`config.mk`:
```
export PLATFORM = sky130hd
export DESIGN_NAME = line_error_generator
export DESIGN_NICKNAME = d
export VERILOG_FILES = /design/src/rtl/line_error_pkg.sv /design/src/rtl/line_error_generator_seq_divider.sv /design/src/rtl/line_error_generator.sv
export SDC_FILE = /design/constraint.sdc
export NUM_CORES = 1
export LEC_CHECK = 0
export BUFFER_PORTS_ARGS = -buffer_cell sky130_fd_sc_hd__buf_2
export CORE_MARGIN = 1
export CORE_UTILIZATION = 57
export CTS_CLUSTER_DIAMETER = 120
export DETAILED_ROUTE_END_ITERATION = 8
export HOLD_SLACK_MARGIN = 0.15
export PLACE_DENSITY = 0.82
export SLEW_MARGIN = 30
export SYNTH_ARGS = -nofsm -noshare
export SYNTH_HDL_FRONTEND = slang
export SYNTH_SLANG_ARGS = --single-unit
```
`constraint.sdc`:
```
create_clock -name clk -period 8.1 [get_ports clk]
set_input_delay 1.62 -clock clk [delete_from_list [all_inputs] [get_ports clk]]
set_output_delay 1.62 -clock clk [all_outputs]
set_load 0.02 [all_outputs]
```
`src/rtl/line_error_pkg.sv`:
```
// Shared types and sizing for the line-error path: FSM encoding, datapath widths
// and a constant clog2 used to size the pixel position counters.
package line_error_pkg;

  typedef enum logic [1:0] {
    ST_IDLE = 2'd0,
    ST_DIV  = 2'd1,
    ST_OUT  = 2'd2
  } state_t;

  localparam int SUM_W      = 32;
  localparam int COUNT_W    = 32;
  localparam int DIV_CYCLES = 32;

  // Bits needed to hold 0..n-1, never less than one.
  function automatic int clog2(input int n);
    int w;
    w = 1;
    while ((1 << w) < n) w++;
    return w;
  endfunction

endpackage

```
`src/rtl/line_error_generator_seq_divider.sv`:
```
// Unsigned 32/32 restoring divider: one quotient bit per cycle, done pulses in the
// cycle whose closing edge commits the last bit, 32 edges after the start edge.
module seq_divider
  import line_error_pkg::*;
(
  input  logic             clk,
  input  logic             rst,
  input  logic             start,
  input  logic [SUM_W-1:0] dividend,
  input  logic [SUM_W-1:0] divisor,
  output logic             busy,
  output logic             done,
  output logic [SUM_W-1:0] quotient
);

  localparam int CNT_W = clog2(DIV_CYCLES);
  localparam logic [CNT_W-1:0] CNT_LAST = CNT_W'(DIV_CYCLES - 1);

  logic [SUM_W-1:0] rem_q;
  logic [SUM_W-1:0] quo_q;
  logic [SUM_W-1:0] dvs_q;
  logic [CNT_W-1:0] cnt_q;

  logic [SUM_W:0]   rem_sh;
  logic             fits;
  logic [SUM_W:0]   rem_sub;

  // A 33-bit compare keeps the restore decision exact even for divisors near 2^32.
  always_comb begin
    rem_sh  = {rem_q, quo_q[SUM_W-1]};
    fits    = (rem_sh >= {1'b0, dvs_q});
    rem_sub = rem_sh - {1'b0, dvs_q};
  end

  assign done     = busy && (cnt_q == CNT_LAST);
  assign quotient = quo_q;

  always_ff @(posedge clk or posedge rst) begin
    if (rst) begin
      rem_q <= '0;
      quo_q <= '0;
      dvs_q <= '0;
      cnt_q <= '0;
      busy  <= 1'b0;
    end else if (start && !busy) begin
      rem_q <= '0;
      quo_q <= dividend;
      dvs_q <= divisor;
      cnt_q <= '0;
      busy  <= 1'b1;
    end else if (busy) begin
      rem_q <= fits ? rem_sub[SUM_W-1:0] : rem_sh[SUM_W-1:0];
      quo_q <= {quo_q[SUM_W-2:0], fits};
      cnt_q <= cnt_q + CNT_W'(1);
      if (done) busy <= 1'b0;
    end
  end

endmodule

```
`src/rtl/line_error_generator.sv`:
```
// Line centroid tracker: accumulates hit x-positions over the ROI of each frame,
// divides sum by count, and publishes centroid - IMG_WIDTH/2 once per frame.
module line_error_generator
  import line_error_pkg::*;
#(
  parameter int IMG_WIDTH  = 320,
  parameter int IMG_HEIGHT = 240,
  parameter int ROI_TOP    = 120,
  parameter int MIN_PIXELS = 4
) (
  input  logic               clk,
  input  logic               rst,
  input  logic               pix_valid,
  input  logic               pix_sop,
  input  logic               pix_eop,
  input  logic               pix_hit,
  output logic signed [31:0] error,
  output logic               error_ready,
  output logic               line_lost,
  output logic               overrun
);

  localparam int X_W   = clog2(IMG_WIDTH);
  localparam int ROW_W = clog2(IMG_HEIGHT);
  localparam logic [X_W-1:0]   X_LAST   = X_W'(IMG_WIDTH - 1);
  localparam logic [ROW_W-1:0] ROW_LAST = ROW_W'(IMG_HEIGHT - 1);
  localparam logic [ROW_W-1:0] ROI_ROW  = ROW_W'(ROI_TOP);

  logic [X_W-1:0]     x_q;
  logic [ROW_W-1:0]   row_q;
  logic [SUM_W-1:0]   sum_q;
  logic [COUNT_W-1:0] count_q;

  logic [X_W-1:0]     beat_x;
  logic [ROW_W-1:0]   beat_row;
  logic               beat_hit;
  logic [SUM_W-1:0]   sum_next;
  logic [COUNT_W-1:0] count_next;

  state_t             state;
  logic               lost_q;
  logic               eop_beat;
  logic               eop_go;
  logic               div_busy;
  logic               div_done;
  logic [SUM_W-1:0]   div_quo;

  // A sop beat sees itself at (0,0) with empty accumulators, so its own hit counts.
  always_comb begin
    beat_x     = pix_sop ? '0 : x_q;
    beat_row   = pix_sop ? '0 : row_q;
    beat_hit   = pix_hit && (beat_row >= ROI_ROW);
    sum_next   = (pix_sop ? '0 : sum_q) + (beat_hit ? SUM_W'(beat_x) : '0);
    count_next = (pix_sop ? '0 : count_q) + (beat_hit ? COUNT_W'(1) : '0);
  end

  always_ff @(posedge clk or posedge rst) begin
    if (rst) begin
      x_q     <= '0;
      row_q   <= '0;
      sum_q   <= '0;
      count_q <= '0;
    end else if (pix_valid) begin
      x_q     <= (beat_x == X_LAST) ? '0 : beat_x + X_W'(1);
      row_q   <= ((beat_x == X_LAST) && (beat_row != ROW_LAST)) ? beat_row + ROW_W'(1) : beat_row;
      sum_q   <= sum_next;
      count_q <= count_next;
    end
  end

  assign eop_beat = pix_valid && pix_eop;
  assign eop_go   = eop_beat && (state == ST_IDLE) && !div_busy;

  seq_divider u_div (
    .clk      (clk),
    .rst      (rst),
    .start    (eop_go),
    .dividend (sum_next),
    .divisor  (count_next),
    .busy     (div_busy),
    .done     (div_done),
    .quotient (div_quo)
  );

  // Lost frames still run the divider so every result arrives at the same latency.
  always_ff @(posedge clk or posedge rst) begin
    if (rst) begin
      state       <= ST_IDLE;
      lost_q      <= 1'b0;
      error       <= '0;
      error_ready <= 1'b0;
      line_lost   <= 1'b0;
      overrun     <= 1'b0;
    end else begin
      error_ready <= 1'b0;
      if (eop_beat && (state != ST_IDLE)) overrun <= 1'b1;
      unique case (state)
        ST_IDLE: begin
          if (eop_go) begin
            lost_q <= (count_next < COUNT_W'(MIN_PIXELS));
            state  <= ST_DIV;
          end
        end
        ST_DIV: begin
          if (div_done) state <= ST_OUT;
        end
        ST_OUT: begin
          error_ready <= 1'b1;
          line_lost   <= lost_q;
          if (!lost_q) error <= $signed(div_quo - 32'(IMG_WIDTH / 2));
          state <= ST_IDLE;
        end
        default: state <= ST_IDLE;
      endcase
    end
  end

endmodule

```
==> results.txt <==
The count of yosys warnings during synthesis was 0; the layout-stage area growth over the synthesis result was 9.05%. During I/O placement, the number of pins put on the boundary was 41. The tools report the filler-free cell count of the finished design as 1884. Synthesis produced a netlist whose cell count is 1553. VDD sags by at most 267 uV.

The number of resized instances in the post-cts repair step was 0; the number of cells in the design after placement was 1836. Actual slew at the worst max-slew pin: 0.964 ns. The run gives 0 as the final routed DRC violation total. The most used flip-flop cell after synthesis is dfrtp_1. The number of failing hold endpoints at the final stage was 0; the data arrival at the endpoint of the critical path was 5.40 ns. The number of flops mapped to enable cells by yosys was 0; the number of buffer cells added on primary ports was 40. STA classifies the critical path startpoint as an input port. The floorplan step defined a die boundary enclosing 24700 um^2. Hold is met by 0.471 ns.

From left edge to right edge, the die measures 157 um. Floorplan row count: 56. Walking the worst path, the cells encountered are buf_4 > nor2b_1 > o21a_1 > ha_1 > ha_1 > nand2_1 > nor3_1 > nand4_1 > xnor2_1 > nand4_1 > or3_1 > nor4_1 > a32o_1. In the final routed layout, each cell accounts on average for 17.5 um. The share of the Yosys chip area taken by registers is 40.3%. In this run, post-CTS hold repair placed 0 buffers.

The via-per-instance ratio is 6.12. In this run, the number of DRC markers left after iteration 0 of detailed routing was 1042. STA classifies the critical path endpoint as a flip-flop. The classification of the worst setup path is input port to flip-flop.

The master cell of the clock root buffer was clkbuf_16. The final clock period utilization by the worst path came out at 60.9%. Summed over all nets, the half-perimeter wirelength after detailed placement is 21900 um. The number of filler instances in the final layout is 1940. The routed design could run at a clock period as short as 4.93 ns.

Summed over all layers, the routed wires come to 32900 um. The proportion of register bits with asynchronous set or reset after synthesis came out at 100%. The chip height works out to 157 um.

The cell area that synthesis handed to floorplanning was 13700 um^2. The clock net sink count is 221. The logs give 0 for the post-detailed-route count of antenna-violating nets and 54400 um for the first-pass GRT wire length. The mean cell area of the mapped netlist was 8.85 um^2. The vias after detailed routing was 11527. For this run the aggregate overflow at the end of global routing stands at 0. The top cell type by area accounts for 40.3% of the synthesized area. Routability-driven placement finished with a final weighted congestion of 0.866. The flow ran to the end, and the final reports show no timing, DRC or antenna violations. Entering global routing, the biggest net connects 103 pins. Initial antenna violation count: 0. Number of H-tree levels: 1. The tightest min-delay check is of the flip-flop to flip-flop type. After clock tree synthesis, the clock-pin slew on the worst setup and hold paths is 0.06 ns. The power density of the placed cells works out to 330 nW/um^2.

For the required arrival time at the worst endpoint, the log shows 8.57 ns. Power comes to 4940 uW. Peak per-stage delay on the critical path: 0.80 ns. In the final layout, the share of cells above drive strength 1 is 10.5%. The net count of the finished layout is 1602.

Measured against its own limit, the worst slew margin works out to 35.2%. First-pass iteration count of the detailed router: 5. In this run the post-CTS setup repair buffer count came out at 0. Dominant cell type by area after synthesis: dfrtp_1. The initial core utilization came out at 58.4%. The placed standard-cell area came out at 14100 um^2. The clock latency on the worst-skew pair was 0.54 ns. The total nets after synthesis came out at 1610. The number of global-route vias before repair is 11148, and the final count of negative-setup-slack endpoints is 0. Number of max-cap violations: 0. The standard cell core area is 23500 um^2, and the clock tree buffer depth is 3. For the final routed database, the setup TNS stands at 0 ns. Across the whole layout, storage elements account for 5530 um^2. Total area of multi-input combinational cells: 7620 um^2. Derived from the worst setup path, the maximum achievable clock frequency is 0.203 GHz. Ranked by total cell area, the synthesized netlist is headed by dfrtp_1 40%, nand2_1 5.5%, o21ai_0 4.8%. Total clock buffers created by CTS: 26. On the final layout, the worst clock skew is 0.0123 ns. The largest driver fanout on the critical path works out to 50.

The run gives 0.00664 uW as the total leakage power. 0 antenna diodes ended up in the layout. For the final-report max-slew violation count, the log shows 0.

The count of state elements after synthesis is 221. TritonCTS built the clock tree. Global routing consumed, over all layers together, 27.2% of the routing resources.

Setup repair after global routing left no endpoint under its margin. Cell type of the slowest stage on the worst timing path: nor3_1. The finished cells cover 15000 um^2.

The netlist uses 80 different library cells.
[state kept, by name (all words and copies together) (netlist names), 8 cells and up]
register and count:
count_q 32, u_div.dvs_q 32, row_q 8, u_div.rem_q 32, error 32, x_q 9
sum_q 32, u_div.quotient 32
[path summary, 6_finish.rpt]
| kind | from | cells after the start | slack, ns | to |
|---|---|---|---|---|
| min in group asynchronous | rst | 2 | 1.21 | x_q[1] |
| max in group asynchronous | rst | 3 | 5.52 | u_div.busy |
| worst max register to register | row_q[4] | 13 | 4.07 | lost_q |
| worst min-delay path | error[22] | 2 | 0.47 | error[22] |
| worst max-delay path | pix_sop | 13 | 3.17 | lost_q |
| worst min register to register | error[22] | 2 | 0.47 | error[22] |
[cell families after synthesis]
family | Yosys count | share of synthesized area, %
flip-flops | 221 | 40.3
AND/OR/NAND/NOR | 560 | 20.2
multiplexers | 74 | 5.67
XOR/XNOR | 98 | 6.25
AO/OA/AOI/OAI | 399 | 18.4
adder cells (fa/ha/maj) | 51 | 4.75
buffers and inverters | 150 | 4.44
[cell type report]
cell class / count / share of cell area, %
Clock buffer: 33 / 4.85
Clock inverter: 15 / 1.16
Sequential cell: 221 / 36.9
Multi-Input combinational cell: 1182 / 50.8
Timing Repair Buffer: 52 / 1.95
Tap cell: 319 / 2.66
Inverter: 62 / 1.60
[Yosys cell counts (4+ instances only)]
cell type	n
and2_1	18
o21ai_1	4
o221ai_1	5
and3_1	29
a211oi_1	11
or3_1	11
xnor2_1	66
a32oi_1	5
o21a_1	9
dfrtp_1	221
nand3_1	39
mux2i_1	43
nor2b_1	40
nand2_1	202
ha_1	49
o31a_1	5
a221o_1	4
mux2_2	31
nand4_1	25
o22ai_1	5
a21o_1	23
a22o_1	12
xor2_1	32
o31ai_1	23
or4_4	4
inv_1	62
buf_2	9
nor3_1	41
a21oi_1	91
and4_1	7
clkbuf_1	64
nand3b_1	4
nor2_1	94
a32o_1	4
o21ai_0	132
o21bai_1	7
o2bb2ai_1	15
a31oi_1	10
nand2b_1	7
nor4_1	11
buf_1	7
a221oi_1	4
[per-stage QoR]
step	utilization [%]	setup slack [ns]
floorplan	-	0.431
global placement	59.8	2.87
detailed placement	59.8	2.72
CTS	63.6	3.26
global route	63.6	2.85
finish	63.6	3.17
[layer usage]
layer / share of wire (%) / track usage [%] / wire (um) / vias up
met2: 46 / 44.4 / 15100 / 397
met1: 45 / 36.6 / 14700 / 5529
li1: - / - / - / 5517
met4: 3.6 / 10.5 / 1170 / 0
met3: 6.1 / 3.80 / 2000 / 84
met5: 0 / 0 / 0 / -
[where the power goes]
part / switching (uW) / internal (uW) / total, uW
Clock: 483 / 733 / 1220
Sequential: 194 / 1320 / 1520
Combinational: 1320 / 881 / 2200
Total: 2000 / 2940 / 4940
[critical path, delay by kind of cell]
family	cells	cell delay, ns
AO/OA/AOI/OAI	2	0.56
XOR/XNOR	1	0.31
adder cells (fa/ha/maj)	2	0.58
buffers and inverters	1	0.25
AND/OR/NAND/NOR	7	2.04
[layout by cell type (no fill, tap or decap), types with 31 or more instances in the layout]
cell type / n
xnor2_1: 66
nand2_1: 202
ha_1: 49
a21oi_1: 91
buf_2: 39
dfrtp_1: 220
xor2_1: 32
nor2_1: 93
mux2i_1: 43
inv_1: 61
mux2_2: 31
nand3_1: 39
nor3_1: 40
nor2b_1: 40
o21ai_0: 132
(Power assumes the default switching activity.)
